$ cat src/rtl/iopad_pwr_seq.sv
// IO pad ring supply sequencer: debounce supply-good, ramp groups on with acks, release isolation; reverse on sleep, safe state on brownout.
// Latency: vdd_good rise -> DEB after 3 edges -> group_en[0] after DEB_CYCLES more; registered outputs. No backpressure; waits on group_ok.
// Optional ack timeout: define IOPAD_PWR_SEQ_TIMEOUT_EN.
module iopad_pwr_seq #(
    parameter int N_GROUPS       = 4,
    parameter int DEB_CYCLES     = 16,
    parameter int STEP_CYCLES    = 8,
`ifdef IOPAD_PWR_SEQ_TIMEOUT_EN
    parameter int TIMEOUT_CYCLES = 64,
`endif
    parameter int CW             = 8
) (
    input  logic                ck,
    input  logic                nrst,
    input  logic                vdd_good,
    input  logic [N_GROUPS-1:0] group_ok,
    input  logic                sleep_req,
    input  logic                fault_clr,
    output logic [N_GROUPS-1:0] group_en,
    output logic                iso_n,
    output logic                ready,
    output logic                fault,
    output logic [2:0]          state
);

    localparam logic [2:0] S_OFF   = 3'd0;
    localparam logic [2:0] S_DEB   = 3'd1;
    localparam logic [2:0] S_RAMP  = 3'd2;
    localparam logic [2:0] S_REL   = 3'd3;
    localparam logic [2:0] S_ON    = 3'd4;
    localparam logic [2:0] S_DOWN  = 3'd5;
    localparam logic [2:0] S_FAULT = 3'd6;

    localparam logic [CW-1:0]       DEB_LAST  = CW'(DEB_CYCLES - 1);
    localparam logic [CW-1:0]       STEP_LAST = CW'(STEP_CYCLES - 1);
`ifdef IOPAD_PWR_SEQ_TIMEOUT_EN
    localparam logic [CW-1:0]       TO_LAST   = CW'(TIMEOUT_CYCLES - 1);
`endif
    localparam logic [2:0]          IDX_LAST  = 3'(N_GROUPS - 1);
    localparam logic [N_GROUPS-1:0] EN_ONE    = N_GROUPS'(1);

    logic                r_sync1;
    logic                r_vs;
    logic [2:0]          r_state;
    logic [N_GROUPS-1:0] r_en;
    logic                r_iso_n;
    logic                r_ready;
    logic                r_fault;
    logic [CW-1:0]       r_cnt;
    logic [2:0]          r_idx;
    logic                r_gap;

    logic [N_GROUPS-1:0] w_sel;
    logic [N_GROUPS-1:0] w_sel_next;
    logic                w_ack;
    logic                w_brown;

    // Only the ack of the group currently being ramped is looked at.
    assign w_sel      = EN_ONE << r_idx;
    assign w_sel_next = w_sel << 1;
    assign w_ack      = |(group_ok & w_sel);
    assign w_brown    = !r_vs && ((r_state == S_RAMP) || (r_state == S_REL) ||
                                  (r_state == S_ON)   || (r_state == S_DOWN));

    always_ff @(posedge ck or negedge nrst) begin
        if (!nrst) begin
            r_sync1 <= 1'b0;
            r_vs    <= 1'b0;
            r_state <= S_OFF;
            r_en    <= '0;
            r_iso_n <= 1'b0;
            r_ready <= 1'b0;
            r_fault <= 1'b0;
            r_cnt   <= '0;
            r_idx   <= '0;
            r_gap   <= 1'b0;
        end else begin
            r_sync1 <= vdd_good;
            r_vs    <= r_sync1;
            if (w_brown) begin
                r_state <= S_FAULT;
                r_en    <= '0;
                r_iso_n <= 1'b0;
                r_ready <= 1'b0;
                r_fault <= 1'b1;
                r_cnt   <= '0;
                r_gap   <= 1'b0;
            end else begin
                case (r_state)
                    S_OFF: begin
                        if (r_vs && !sleep_req) begin
                            r_state <= S_DEB;
                            r_cnt   <= '0;
                        end
                    end
                    S_DEB: begin
                        if (!r_vs) begin
                            r_state <= S_OFF;
                            r_cnt   <= '0;
                        end else if (r_cnt == DEB_LAST) begin
                            r_state <= S_RAMP;
                            r_cnt   <= '0;
                            r_idx   <= '0;
                            r_gap   <= 1'b0;
                            r_en    <= EN_ONE;
                        end else begin
                            r_cnt <= r_cnt + CW'(1);
                        end
                    end
                    S_RAMP: begin
                        if (r_gap) begin
                            if (r_cnt == STEP_LAST) begin
                                r_cnt <= '0;
                                r_gap <= 1'b0;
                                if (r_idx == IDX_LAST) begin
                                    r_state <= S_REL;
                                end else begin
                                    r_idx <= r_idx + 3'd1;
                                    r_en  <= r_en | w_sel_next;
                                end
                            end else begin
                                r_cnt <= r_cnt + CW'(1);
                            end
                        end else if (w_ack) begin
                            r_gap <= 1'b1;
                            r_cnt <= '0;
                        end
`ifdef IOPAD_PWR_SEQ_TIMEOUT_EN
                        else if (r_cnt == TO_LAST) begin
                            r_state <= S_FAULT;
                            r_en    <= '0;
                            r_iso_n <= 1'b0;
                            r_ready <= 1'b0;
                            r_fault <= 1'b1;
                            r_cnt   <= '0;
                        end else begin
                            r_cnt <= r_cnt + CW'(1);
                        end
`endif
                    end
                    S_REL: begin
                        r_state <= S_ON;
                        r_iso_n <= 1'b1;
                        r_ready <= 1'b1;
                    end
                    S_ON: begin
                        if (sleep_req) begin
                            r_state <= S_DOWN;
                            r_iso_n <= 1'b0;
                            r_ready <= 1'b0;
                            r_cnt   <= '0;
                            r_idx   <= IDX_LAST;
                        end
                    end
                    S_DOWN: begin
                        // Teardown runs highest group first; the last clear lands back in OFF.
                        if (r_cnt == STEP_LAST) begin
                            r_cnt <= '0;
                            r_en  <= r_en & ~w_sel;
                            if (r_idx == 3'd0) begin
                                r_state <= S_OFF;
                            end else begin
                                r_idx <= r_idx - 3'd1;
                            end
                        end else begin
                            r_cnt <= r_cnt + CW'(1);
                        end
                    end
                    S_FAULT: begin
                        if (fault_clr && !r_vs) begin
                            r_state <= S_OFF;
                            r_fault <= 1'b0;
                            r_cnt   <= '0;
                            r_idx   <= '0;
                        end
                    end
                    default: begin
                        r_state <= S_OFF;
                        r_en    <= '0;
                        r_iso_n <= 1'b0;
                        r_ready <= 1'b0;
                        r_cnt   <= '0;
                    end
                endcase
            end
        end
    end

    assign group_en = r_en;
    assign iso_n    = r_iso_n;
    assign ready    = r_ready;
    assign fault    = r_fault;
    assign state    = r_state;

endmodule

$ cat config.mk
export PLATFORM = sky130hd
export DESIGN_NAME = iopad_pwr_seq
export DESIGN_NICKNAME = d
export VERILOG_FILES = /design/src/rtl/iopad_pwr_seq.sv
export SDC_FILE = /design/constraint.sdc
export NUM_CORES = 1
export LEC_CHECK = 0
export CORE_MARGIN = 2
export CORE_UTILIZATION = 40
export CTS_CLUSTER_SIZE = 24
export DETAILED_ROUTE_END_ITERATION = 10
export SYNTH_ARGS = -nofsm -noshare
export SYNTH_HDL_FRONTEND = slang
export SYNTH_SLANG_ARGS = --single-unit
$ cat constraint.sdc
create_clock -name ck -period 2.8 [get_ports ck]
set_input_delay 0.56 -clock ck [delete_from_list [all_inputs] [get_ports ck]]
set_output_delay 0.56 -clock ck [all_outputs]
set_load 0.01 [all_outputs]
==> flow_metrics.env <==
export IMPL_status="complete, no violations"
export IMPL_utilization=0.482
export IMPL_coreArea_um2=4030
export IMPL_synth_edf_count=0
export IMPL_syn_instance_count=197
export IMPL_dpl_hpwl_um=2990
export IMPL_cts_tree="done"
export IMPL_crit_path_max_incr_delay_ps=660
export IMPL_cts_setup_buffers=0
export IMPL_netlist_area_um2=1680
export IMPL_nNetsFinal=224
export IMPL_reg2reg_slack_ps=370
export IMPL_ant_nets=0
export IMPL_endpoint_kind="flip-flop"
export IMPL_critPathTopFamily="simple AND/OR/NAND/NOR gates"
export IMPL_hold_path_depth=0
export IMPL_synth_top_area_share=0.343
export IMPL_drc=0
export IMPL_r2r_cells=5
export IMPL_tns_ps=0
export IMPL_initial_utilization=0.417
export IMPL_hold_violations=0
export IMPL_cts_buffer_depth=2
export IMPL_cts_sinks=23
export IMPL_grt_pass1_wl_um=6880
export IMPL_ys_warn_count=0
export IMPL_instances_no_fill=262
export IMPL_syn_area_per_cell_um2=8.52
export IMPL_synth_fp_nets=208
export IMPL_ys_seq_elements=23
export IMPL_p_leak_uw=0.000816
export IMPL_rsz0062_at_grt="no"
export IMPL_wl_per_cell_um=15.8
export IMPL_path_buf_inv=0
export IMPL_clk_latency_ps=280
export IMPL_regArea_um2=576
export IMPL_antenna_cells=0
export IMPL_overflow=0
export IMPL_wl_um=4140
export IMPL_htreeDepth=1
export IMPL_ys_flop_type="dfrtp_1"
export IMPL_vias=1575
export IMPL_dieArea_um2=4730
export IMPL_synthToLayoutAreaGrowth_pct=15.7
export IMPL_portBuffers=18
export IMPL_yosysTopAreaCell="dfrtp_1"
export IMPL_root_buffer="clkbuf_8"
export IMPL_ir_drop_mv=0.395
export IMPL_ys_types=59
export IMPL_drt_initial_drc_count=109
export IMPL_fin_skew_ps=4.48
export IMPL_vias_per_cell=6.01
export IMPL_synthTopCellsByArea="dfrtp_1, a21oi_1, o21ai_0"
export IMPL_antenna_found_initial=0
export IMPL_slowest_stage="dfrtp_1"
export IMPL_grt_pass1_vias=1534
export IMPL_crit_arrival_ps=2600
export IMPL_gp_congestion=0.853
export IMPL_worst_slew_pin_slew_ps=633
export IMPL_power_uw=1850
export IMPL_layout_common_cells="dfrtp_1, clkdlybuf4s50_1, nor2_1, a21oi_1, o21ai_0"
export IMPL_dpl_cell_count=258
export IMPL_die_h_um=68.8
export IMPL_cp_cell_sequence="nor3b_1 > o21ai_0 > o21ai_0 > nor3b_1 > mux2_2"
export IMPL_slew_headroom=0.572
export IMPL_cp_max_fo=18
export IMPL_period_needed_ps=2430
export IMPL_firstDrtPassIters=4
export IMPL_cp_start_kind="flip-flop"
export IMPL_final_common_cell="dfrtp_1"
export IMPL_cts_buffers=3
export IMPL_hold_start="r_sync1"
export IMPL_cp_required_ps=2970
export IMPL_io_pins=19
export IMPL_cts_resized=0
export IMPL_fin_crit_sh=0.868
export IMPL_async_reset_ff_frac=1.00
export IMPL_track_usage=0.193
export IMPL_power_density_nw_per_um2=954
export IMPL_drive_gt1_frac=0.118
export IMPL_holdBufCountCts=0
export IMPL_clk_pin_slew_ps=90
export IMPL_setup_violations=0
export IMPL_hold_class="flip-flop to flip-flop"
export IMPL_fillers=383
export IMPL_maxCapViolations=0
export IMPL_grt_max_degree=24
export IMPL_slew_viol_final=0
export IMPL_timing_rr_end="state[0]"
export IMPL_multiInputGateArea_um2=997
export IMPL_max_freq_mhz=411
export IMPL_min_to="r_vs"
export IMPL_crit_type="flip-flop to flip-flop"
export IMPL_fp_dieW_um=68.8
export IMPL_ys_seq_area_frac=0.343
export IMPL_worst_r2r_startpoint="state[1]"
export IMPL_rows=23
## layer usage
layer | track usage | wire length, µm | up-vias
met5 | 0 | 0 | -
met4 | 0.0564 | 27 | 0
met2 | 0.338 | 2030 | 36
met3 | 0.0455 | 197 | 2
li1 | - | - | 766
met1 | 0.236 | 1890 | 771
## metrics by stage
step / cell area [µm²] / setup WS (ps) / hold slack [ps]
finish: 1940 / 369 / 362
global route: 1940 / 177 / 362
global placement: 1890 / 449 / 334
floorplan: 1680 / 734 / 264
CTS: 1940 / 367 / 361
detailed placement: 1890 / 372 / 340
## synth_stat cells (2+ instances only)
library cell,count
dfrtp_1,23
a22oi_1,2
clkbuf_1,9
and3_1,5
nor4bb_1,2
inv_1,5
nor3_1,6
a22o_1,2
a221o_1,2
a21oi_1,17
a31oi_1,7
nand2_1,12
or2_2,2
o21bai_1,2
buf_4,2
nand3b_1,4
buf_6,3
nand3_1,5
o21ai_0,13
nor2_1,17
o31ai_1,2
or3b_2,2
o211ai_1,2
nor3b_1,4
mux2_2,2
nand2b_1,5
nor2b_1,5
and3b_1,2
or3_1,2
a211o_1,2
## layout make-up
cell class / instances / share of cell area
Clock inverter: 1 / 0.00386
Sequential cell: 23 / 0.296
Inverter: 5 / 0.00966
Tap cell: 50 / 0.0322
Multi-Input combinational cell: 154 / 0.513
Clock buffer: 3 / 0.0212
Timing Repair Buffer: 26 / 0.124
## worst reg2reg max path, delay by kind of cell, from the launching register on
family / cells / cell delay (ps)
compound gates: 2 / 630
simple gates: 2 / 730
mux: 1 / 300
flops: 1 / 660
## worst max-delay path by stage
stage	from	to	slack (ps)	cells past startpoint
after floorplan	state[1]	state[0]	730	7
after global placement	group_ok[2]	r_cnt[5]	450	6
after detailed placement	state[1]	state[0]	370	5
after CTS	state[1]	state[0]	370	5
after global routing	state[1]	state[0]	180	5
final	state[1]	state[0]	370	5
## power by group
group          internal [µW]  switching, µW  total (µW)
logic                    491            583        1070
clock network            101            125         226
registers                408            146         554
total                   1000            854        1850
## flip-flops by register name, indices dropped and copies added, names as in the netlist
name / count
r_vs: 1
r_idx: 3
r_sync1: 1
r_cnt: 8
group_en: 4
state: 3
fault: 1
ready: 1
r_gap: 1
## logic make-up after synthesis
kind of cell    Yosys count  share of synthesized area
xor+xnor                  1                    0.00522
simple gates             81                      0.276
fa+ha+maj                 3                     0.0253
mux                       3                     0.0268
buf+inv                  20                     0.0633
compound gates           66                      0.261
flops                    23                      0.343
No activity file was read; power rests on OpenSTA's default activity.
